==> src/rtl/obstacle_generator.sv <==
// Spawns, scrolls and retires up to NUM_OBS rectangular obstacles on a 640x480 playfield.
// Optional macro OBS_SPEEDUP_EN: scroll speed rises by one after every 8 spawns, saturating at 8.
module obstacle_generator #(
    parameter int          NUM_OBS        = 10,
    parameter int          SCREEN_W       = 640,
    parameter int          UPER_BOUND     = 40,
    parameter int          OBS_WIDTH      = 40,
    parameter int          SPEED          = 2,
    parameter int          SPAWN_INTERVAL = 90,
    parameter logic [15:0] LFSR_SEED      = 16'hACE1
) (
    input  logic                    clk,
    input  logic                    rst,
    input  logic [1:0]              gamemode,
    input  logic                    frame_tick,
    output logic [20*NUM_OBS-1:0]   obstacle_x,
    output logic [18*NUM_OBS-1:0]   obstacle_y,
    output logic [NUM_OBS-1:0]      active,
    output logic                    spawn_drop
);
    localparam int         CNT_W       = (SPAWN_INTERVAL > 1) ? $clog2(SPAWN_INTERVAL) : 1;
    localparam logic [9:0] SPAWN_LEFT  = 10'(SCREEN_W - OBS_WIDTH);
    localparam logic [9:0] SPAWN_RIGHT = 10'(SCREEN_W - 1);
    localparam logic [8:0] MIN_HEIGHT  = 9'd40;

    logic [9:0]         left_q  [NUM_OBS];
    logic [9:0]         left_d  [NUM_OBS];
    logic [9:0]         right_q [NUM_OBS];
    logic [9:0]         right_d [NUM_OBS];
    logic [8:0]         top_q   [NUM_OBS];
    logic [8:0]         top_d   [NUM_OBS];
    logic [8:0]         bot_q   [NUM_OBS];
    logic [8:0]         bot_d   [NUM_OBS];
    logic [NUM_OBS-1:0] active_q, active_d, spawn_sel;
    logic [CNT_W-1:0]   cnt_q, cnt_d;
    logic [15:0]        lfsr_q, lfsr_d;
    logic               drop_q, drop_d;
    logic               spawn_ok;
    logic [9:0]         speed;
    logic [8:0]         spawn_top, spawn_bot;

`ifdef OBS_SPEEDUP_EN
    logic [3:0] speed_q, speed_d;
    logic [2:0] tally_q, tally_d;
    assign speed = {6'd0, speed_q};
`else
    assign speed = 10'(SPEED);
`endif

    always_comb begin
        lfsr_d    = {lfsr_q[14:0], lfsr_q[15] ^ lfsr_q[13] ^ lfsr_q[12] ^ lfsr_q[10]};
        // One-hot of the lowest slot that is free before this tick's moves.
        spawn_sel = ~active_q & (active_q + NUM_OBS'(1));
        spawn_top = 9'(UPER_BOUND) + {1'b0, lfsr_q[15:8]};
        spawn_bot = spawn_top + MIN_HEIGHT + {2'b00, lfsr_q[6:0]} - 9'd1;
        left_d    = left_q;
        right_d   = right_q;
        top_d     = top_q;
        bot_d     = bot_q;
        active_d  = active_q;
        cnt_d     = cnt_q;
        drop_d    = 1'b0;
        spawn_ok  = 1'b0;
`ifdef OBS_SPEEDUP_EN
        speed_d   = speed_q;
        tally_d   = tally_q;
`endif
        case (gamemode)
            2'b00: begin
                for (int i = 0; i < NUM_OBS; i++) begin
                    left_d[i]  = '0;
                    right_d[i] = '0;
                    top_d[i]   = '0;
                    bot_d[i]   = '0;
                end
                active_d = '0;
                cnt_d    = '0;
`ifdef OBS_SPEEDUP_EN
                speed_d  = 4'(SPEED);
                tally_d  = '0;
`endif
            end
            2'b01: begin
                if (frame_tick) begin
                    for (int i = 0; i < NUM_OBS; i++) begin
                        if (active_q[i]) begin
                            if (right_q[i] <= speed) begin
                                left_d[i]   = '0;
                                right_d[i]  = '0;
                                top_d[i]    = '0;
                                bot_d[i]    = '0;
                                active_d[i] = 1'b0;
                            end else begin
                                right_d[i] = right_q[i] - speed;
                                left_d[i]  = (left_q[i] >= speed) ? left_q[i] - speed : '0;
                            end
                        end
                    end
                    if (cnt_q == CNT_W'(SPAWN_INTERVAL - 1)) begin
                        cnt_d = '0;
                        if (&active_q) drop_d   = 1'b1;
                        else           spawn_ok = 1'b1;
                    end else begin
                        cnt_d = cnt_q + CNT_W'(1);
                    end
                    for (int i = 0; i < NUM_OBS; i++) begin
                        if (spawn_ok && spawn_sel[i]) begin
                            left_d[i]   = SPAWN_LEFT;
                            right_d[i]  = SPAWN_RIGHT;
                            top_d[i]    = spawn_top;
                            bot_d[i]    = spawn_bot;
                            active_d[i] = 1'b1;
                        end
                    end
`ifdef OBS_SPEEDUP_EN
                    if (spawn_ok) begin
                        tally_d = tally_q + 3'd1;
                        if (tally_q == 3'd7 && speed_q < 4'd8) speed_d = speed_q + 4'd1;
                    end
`endif
                end
            end
            default: ;
        endcase
    end

    always_ff @(posedge clk or posedge rst) begin
        if (rst) begin
            for (int i = 0; i < NUM_OBS; i++) begin
                left_q[i]  <= '0;
                right_q[i] <= '0;
                top_q[i]   <= '0;
                bot_q[i]   <= '0;
            end
            active_q <= '0;
            cnt_q    <= '0;
            lfsr_q   <= LFSR_SEED;
            drop_q   <= 1'b0;
`ifdef OBS_SPEEDUP_EN
            speed_q  <= 4'(SPEED);
            tally_q  <= '0;
`endif
        end else begin
            left_q   <= left_d;
            right_q  <= right_d;
            top_q    <= top_d;
            bot_q    <= bot_d;
            active_q <= active_d;
            cnt_q    <= cnt_d;
            lfsr_q   <= lfsr_d;
            drop_q   <= drop_d;
`ifdef OBS_SPEEDUP_EN
            speed_q  <= speed_d;
            tally_q  <= tally_d;
`endif
        end
    end

    for (genvar gi = 0; gi < NUM_OBS; gi++) begin : g_pack
        assign obstacle_x[20*gi +: 20] = {left_q[gi], right_q[gi]};
        assign obstacle_y[18*gi +: 18] = {top_q[gi], bot_q[gi]};
    end

    assign active     = active_q;
    assign spawn_drop = drop_q;

endmodule

==> config.mk <==
export PLATFORM = sky130hd
export DESIGN_NAME = obstacle_generator
export DESIGN_NICKNAME = d
export VERILOG_FILES = /design/src/rtl/obstacle_generator.sv
export SDC_FILE = /design/constraint.sdc
export NUM_CORES = 1
export LEC_CHECK = 0
export CORE_MARGIN = 2
export CORE_UTILIZATION = 56
export DETAILED_ROUTE_END_ITERATION = 16
export PLACE_DENSITY = 0.95
export SLEW_MARGIN = 40
export SYNTH_ARGS = -nofsm -noshare
export SYNTH_HDL_FRONTEND = slang
export SYNTH_SLANG_ARGS = --single-unit
==> constraint.sdc <==
create_clock -name clk -period 20.7 [get_ports clk]
set_input_delay 2.07 -clock clk [delete_from_list [all_inputs] [get_ports clk]]
set_output_delay 2.07 -clock clk [all_outputs]
set_load 0.1 [all_outputs]
Word-level counts from Yosys, hierarchy flattened
Index checks and enable logic that the tools add are counted.

Add/sub/neg operators: 26. Multipliers: 0. Divide/modulo/power cells: 0. Order comparisons: 20. Equal/unequal tests: 23. Shift operators: 0. Multiplexer cells: 161. Bitwise gates (word level): 5. Reductions and logical operators: 34.

Operators by type and width (number): $mux 10 (71); $pmux 100 s2 (2); $mux 9 (40); $pmux 90 s2 (2); $mux 100 (2); $sub 10x2->10 const B (20); $mux 90 (2); $ge 10x2->1 const B (10); $le 10x2->1 const B (10); $ne 3x3->1 const B (20); $reduce_and 4->1 (10); $mux 1 (38); $reduce_and 3->1 (10); $pmux 10 s2 (1); $mux 7 (2); $pmux 7 s2 (1); $add 10x1->10 const B (1); $and 10x10->10 (1); $logic_and 1x1->1 (10); $not 10->10 (1); $reduce_and 10->1 (1); $add 6x8->9 const A (1); $add 9x6->9 const B (1); $add 9x7->9 (1); other kinds (9) (11).

Bits in registers: 414. Bits in latches: 0. Bits in writable memories: 0. ROM bits: 0. Output and inout port bits: 391. Memories: 0.

Logic depth before layout (Yosys ltp)
Gate-level depths: netlist (run 1).

Word-level depth: 9. Mapped depth: 11. Gate-level depth less buffers: 11.

Least setup slack after synthesis (run 1)
No wires, ideal clock.

Path kind: input-to-reg. Start: in gamemode[0]. End: reg bot_q (netlist bit obstacle_y[129]). Setup time: 136 ps. Arrival time: 3663 ps. Slack: 16901 ps. Cell stages on the path: 9. Path buffers: 4. Path through: buf_2 > or2_2 > buf_2 > nand2_1 > clkbuf_1 > o31ai_2 > clkbuf_1 > nand2_1 > o21ai_0.

Cells in the longest elaborated chain, start to end: 3. Elaborated cells on any way between the ends: 8. Those cells by class: eq/ne: 4; mux: 1; reduce/logical: 3.

Ends and longest elaborated chain: start, declared (line 14) `input logic [1:0] gamemode,`; $eq 2x1->1 / $logic_not 2->1 (equally long branches) (line 68) `case (gamemode)`; $ne 3x3->1 (no source line), or another cell as far along; $reduce_and 4->1 (no source line); end signal, assigned (line 147) `bot_q <= bot_d;`; end, declared (line 32) `logic [8:0] bot_q [NUM_OBS];`.

Several ways; a longest one is shown, not always the timed one. A chain may end at the register's enable or synchronous reset.

Final worst setup path (run 1)
Start: in gamemode[0]. End: reg left_q (netlist bit obstacle_x[17]).

Cells in the longest elaborated chain, start to end: 3. Elaborated cells on any way between the ends: 7. Those cells by class: eq/ne: 3; mux: 1; reduce/logical: 3.

Ends and longest elaborated chain: $eq 2x1->1 / $logic_not 2->1 (equally long branches) (line 68); $ne 3x3->1 (no source line), or another cell as far along; $reduce_and 3->1 (no source line); end signal, assigned (line 144) `left_q <= left_d;`; end, declared (line 26) `logic [9:0] left_q [NUM_OBS];`.

Several ways; a longest one is shown, not always the timed one.

==> out/metrics.csv, run 1 <==
stage,metric,value,unit
status,status,completed,
routing,ant_nets,0,
logic_synthesis,synth_edf_count,0,
logic_synthesis,synth_ff_type,dfrtp_1,
logic_synthesis,yosys_warnings,0,
layout,drive_above_1_share,0.233,
grt,grt_pass1_vias,17757,
layout,final_util,0.679,
floorplanning,dieArea,36600,µm²
logic_synthesis,yosysSeqAreaShare,0.515,
routing,drc_errors,0,
layout,nets,2377,
critical_path,crit_fanout,37,
pwr,power,1.87,mW
critical_path,path_class,in2reg,
layout,final_cells,2821,
floorplanning,start_util,0.569,
placed_design,gp_congestion,0.932,
critical_path,crit_start,gamemode[0],
pwr,power_leakage,12.4,nW
timing,rsz0062_at_grt,false,
floorplanning,io_pins,396,
timing,worst_slack,15850,ps
hold_path,hp-class,reg2reg,
floorplanning,placementRows,68,
routing,drtIter0Drc,1900,
grt,grt_first_pass_wirelength,98.8,mm
critical_path,end_kind,register,
run,cap_viol_max_count,0,
critical_path,crit_path_start_kind,primary input,
cts,cts_hold_buf,0,
cts,cts_root_buffer,clkbuf_16,
timing,timing.final.hold_violations,0,
layout,final_common_cell,dfrtp_1,
timing,setup_tns,0,ps
placed_design,place.port_buffers,385,
floorplanning,die_x,191,µm
cts,clock_sinks,404,
cts,cts_resized,0,
cts,insertion_delay,560,ps
routing,wirelength,64.0,mm
logic_synthesis,synth_cells,1984,
layout,postLayoutCellArea,23500,µm²
critical_path,required,21140,ps
timing,fmax,206,MHz
grt,grt_overflow_total,0,
routing,firstDrtPassIters,8,
floorplanning,die_y,191,µm
cts,htreeDepth,2,
cts,clk_pin_slew,70,ps
placed_design,post-place-cells,2744,
layout,n_fill_cell,2627,
cts,cts_setup_buffers,0,
grt,grt_max_degree,128,
layout,seq_area,10100,µm²
timing,relSlewSlack,0.444,
cts,cts_buffer_depth,3,
pwr,powerDensity,79.6,nW/µm²
timing,tightest_slew,831,ps
logic_synthesis,synth_cell_types,98,
grt,grt_util_all_layers,0.344,
timing,whs,360,ps
timing,clock_skew,29.3,ps
floorplanning,coreArea,34500,µm²
grt,antenna_found_initial,1,
hold_path,min_from,lfsr_q[5],
timing,finalMaxSlewViolations,0,
layout,final_cell_mix,"396 x dfrtp_1, 381 x buf_2, 243 x o21ai_0, 231 x nand2_1, 112 x a22o_1",
placed_design,hpwlAfterDp,44.7,mm
layout,n_antenna_cell,0,
logic_synthesis,avgSynthCellArea,9.90,µm²
layout,multi_input_area,8870,µm²
timing,min_period,4850,ps
logic_synthesis,synth_area,19600,µm²
pwr,ir_worst_vdd,0.0000605,V
cts,cts_buffers,42,
critical_path,arrival,5290,ps
layout,synthToLayoutAreaGrowth,19.4,%
critical_path,reg2reg_from,lfsr_q[11],
routing,routed-via-count,18388,
cts,cts_tree,yes,
placed_design,placed_area,22000,µm²
timing,final.period_utilization,0.234,
logic_synthesis,synth-async-reset-ratio,1.00,
routing,viasPerCell,6.52,
timing,finalSetupViolations,0,
routing,wl_per_cell,22.7,µm
placed_design,pre_cts_slack,15110,ps
logic_synthesis,ys_seq_elements,404,
-- power by group --
part           total (mW)  internal [mW]  switching, mW
clock               0.782          0.460          0.322
sequential          0.819          0.802         0.0173
combinational       0.266         0.0574          0.208
total                1.87           1.32          0.547
-- final cells by class --
cell class / count / share of cell area
Timing Repair Buffer: 407 / 0.0906
Clock buffer: 63 / 0.0538
Clock inverter: 13 / 0.00720
Sequential cell: 404 / 0.432
Multi-Input combinational cell: 1393 / 0.378
Tap cell: 455 / 0.0243
Inverter: 86 / 0.0143
-- flip-flops by register name, summed over array words and instances, names as in the netlist --
register and count:
spawn_drop 1, cnt_q 7, lfsr_q 16, obstacle_x 190, obstacle_y 180, active 10
-- layer usage --
layer / vias to the layer above / track usage / routed length (µm)
met3: 219 / 0.0817 / 6420
met1: 9100 / 0.447 / 24400
met2: 1051 / 0.547 / 30100
met4: 2 / 0.163 / 3060
met5: - / 0 / 12
li1: 8016 / - / -
-- synthesized netlist by cell type (all sizes together), types with 9 or more instances --
master,count,share of area
dfrtp,396,0.50
o21ai,248,0.064
nand2,233,0.045
a22o,113,0.050
nor2,86,0.016
inv,85,0.016
nor3,81,0.021
buf,57,0.017
clkbuf,53,0.010
a21oi,49,0.013
nand3,44,0.011
o31ai,41,0.016
ha,37,0.024
or3,37,0.012
nor4,34,0.013
a21o,33,0.013
a31oi,26,0.0086
nand2b,22,0.0070
nor2b,20,0.0064
nor3b,18,0.0069
a211o,16,0.0071
o22ai,15,0.0048
o2bb2ai,15,0.0067
or4,15,0.0063
nand4,14,0.0052
o211ai,12,0.0048
and3,11,0.0035
xor2,11,0.0049
a31o,9,0.0040
and2,9,0.0029
-- critical path: stages --
cell and delay (ps):
clkdlybuf4s50_1 640, and3b_2 770, nand3_1 400, o211ai_1 730, nand2_1 260, o41ai_1 410
-- cell families after synthesis --
logic type | share of synthesized area
XOR/XNOR | 0.00847
multiplexers | 0.00376
AO/OA/AOI/OAI | 0.230
adder cells (fa/ha/maj) | 0.0246
buffers and inverters | 0.0441
flip-flops | 0.515
other | 0.000191
AND/OR/NAND/NOR | 0.174
-- final timing paths --
path                                        end  slack [ps]  cells after the start
worst min register to register        lfsr_q[6]         360                      0
worst max register to register    obstacle_y[8]       16540                     11
worst min-delay path                  lfsr_q[6]         360                      0
max in group asynchronous             active[7]       16280                      5
worst max-delay path             obstacle_x[17]       15850                      6
min in group asynchronous       obstacle_x[101]        2010                      2
Power figures use the tool's default switching activity.
==> run 2: changes to the inputs <==
- CORE_UTILIZATION: 56 -> 47
- PLACE_DENSITY: 0.95 -> 0.86
- clock period: 20.7 -> 4.23 ns (I/O delays scaled with it)
==> out/metrics.csv, run 2 (synthesized netlist as in run 1, its figures left out) <==
stage,metric,value,unit,change
routing,drtIter0Drc,1866,,-1.8%
layout,final_cells,2920,,+3.5%
status,status,completed,,
grt,grt_pass1_vias,17552,,-1.2%
timing,fmax,282,MHz,
cts,cts_resized,0,,unchanged
layout,final_cell_mix,"396 x dfrtp_1, 382 x buf_2, 243 x o21ai_0, 231 x nand2_1, 112 x a22o_1",,
floorplanning,dieArea,43400,µm²,+19%
pwr,powerDensity,403,nW/µm²,+410%
critical_path,arrival,4070,ps,-1220 ps
timing,finalSetupViolations,0,,unchanged
layout,synthToLayoutAreaGrowth,21.0,%,
timing,relSlewSlack,0.433,,-0.0114
routing,ant_nets,0,,unchanged
grt,grt_util_all_layers,0.305,,-0.0397
placed_design,place.port_buffers,385,,unchanged
placed_design,gp_congestion,0.918,,-1.6%
placed_design,hpwlAfterDp,47.3,mm,+6.0%
timing,finalMaxSlewViolations,0,,unchanged
routing,wirelength,66.9,mm,+4.5%
timing,rsz0062_at_grt,false,,
timing,timing.final.hold_violations,0,,unchanged
cts,clock_sinks,404,,unchanged
routing,viasPerCell,6.21,,-4.8%
layout,final_common_cell,dfrtp_1,,
layout,final_util,0.579,,-0.0996
timing,min_period,3540,ps,
placed_design,placed_area,22100,µm²,+0.81%
timing,whs,283,ps,-77.2 ps
critical_path,path_class,reg2reg,,
cts,cts_tree,yes,,
floorplanning,start_util,0.479,,-0.0897
timing,tightest_slew,848,ps,+17.0 ps
floorplanning,coreArea,41000,µm²,+19%
routing,routed-via-count,18120,,-1.5%
layout,largest_register_ffs,190,,unchanged
layout,nets,2394,,+0.72%
cts,insertion_delay,590,ps,+30 ps
timing,worst_slack,687,ps,-15160 ps
cts,htreeDepth,2,,unchanged
routing,wl_per_cell,22.9,µm,+0.98%
critical_path,crit_path_max_incr_delay,650,ps,-120 ps
run,cap_viol_max_count,0,,unchanged
grt,grt_max_degree,131,,+2.3%
timing,final.period_utilization,0.838,,
pwr,ir_worst_vdd,0.000316,V,+420%
critical_path,required,4760,ps,-16380 ps
critical_path,end_kind,register,,
critical_path,crit_fanout,11,,-70%
grt,grt_first_pass_wirelength,104,mm,+5.1%
timing,clock_skew,17.9,ps,-11.4 ps
cts,clk_pin_slew,60,ps,about the same
placed_design,post-place-cells,2835,,+3.3%
critical_path,cp_cell_sequence,ha_1 > xnor2_1 > inv_1 > ha_1 > inv_1 > ha_1 > nand3_1 > o2111ai_1 > o211ai_1 > xnor2_2 > a32o_1,,
layout,drive_above_1_share,0.236,,+0.00265
critical_path,crit_path_start_kind,register,,
routing,firstDrtPassIters,5,,-3
routing,drc_errors,0,,unchanged
hold_path,hp-class,in2async,,
critical_path,worst_path_most_repeated_cell,ha_1,,
cts,cts_hold_buf,0,,unchanged
grt,antenna_found_initial,1,,unchanged
cts,cts_buffers,45,,+7.1%
cts,cts_setup_buffers,0,,unchanged
layout,postLayoutCellArea,23800,µm²,+1.3%
grt,grt_overflow_total,0,,unchanged
floorplanning,placementRows,74,,+8.8%
placed_design,pre_cts_slack,717,ps,-14390 ps
floorplanning,die_y,208,µm,+9.0%
cts,cts_root_buffer,clkbuf_16,,
cts,cts_buffer_depth,3,,unchanged
pwr,power_leakage,12.5,nW,+1.2%
floorplanning,die_x,208,µm,+9.0%
critical_path,cpMaxStageDelayCell,dfstp_2,,
floorplanning,io_pins,396,,unchanged
## run 2: cell type report
class	instances	area, µm²
diodes	2	5.00
clock buffers	60	1280
clock inverters	22	327
fillers	3548	17300
inverters	86	327
multi-input cells	1393	8780
flip-flops and latches	404	10100
well taps	532	666
repair buffers	421	2250
## run 2: final timing paths
path                       slack [ps]  cells after the start       start              end
min in group clk                  370                      0   lfsr_q[5]        lfsr_q[6]
max                               690                     11  lfsr_q[11]    obstacle_y[8]
max in group asynchronous        2810                      3         rst  obstacle_y[138]
max reg2reg                       690                     11  lfsr_q[11]    obstacle_y[8]
min reg2reg                       370                      0   lfsr_q[5]        lfsr_q[6]
min                               280                      2         rst   obstacle_x[78]
## run 2: power by group
part	internal [mW]	switching (mW)
sequential	3.92	0.0801
combinational	0.284	1.02
clock	2.58	1.69
total	6.78	2.79
## run 2: per-layer routing
layer / vias to the layer above / GRT usage / part of all wire
li1: 8057 / - / -
met1: 8957 / 0.387 / 0.39
met2: 919 / 0.477 / 0.46
met3: 187 / 0.0951 / 0.098
met4: 0 / 0.141 / 0.049
met5: - / 0 / 0
## run 2: critical path, delay by kind of cell, from the launching register on
| family | cells | cell delay [ps] |
|---|---|---|
| xor+xnor | 2 | 830 |
| buf+inv | 2 | 270 |
| simple gates | 1 | 140 |
| flops | 1 | 650 |
| compound gates | 3 | 680 |
| fa+ha+maj | 3 | 920 |
## run 2: per-stage QoR
stage          power, mW  TNS [ps]
2_1_floorplan       5.08   -645820
4_1_cts             9.62         0
3_3_place_gp        5.38         0
6_report            9.57         0
5_1_grt             9.90         0
3_5_place_dp        5.36         0
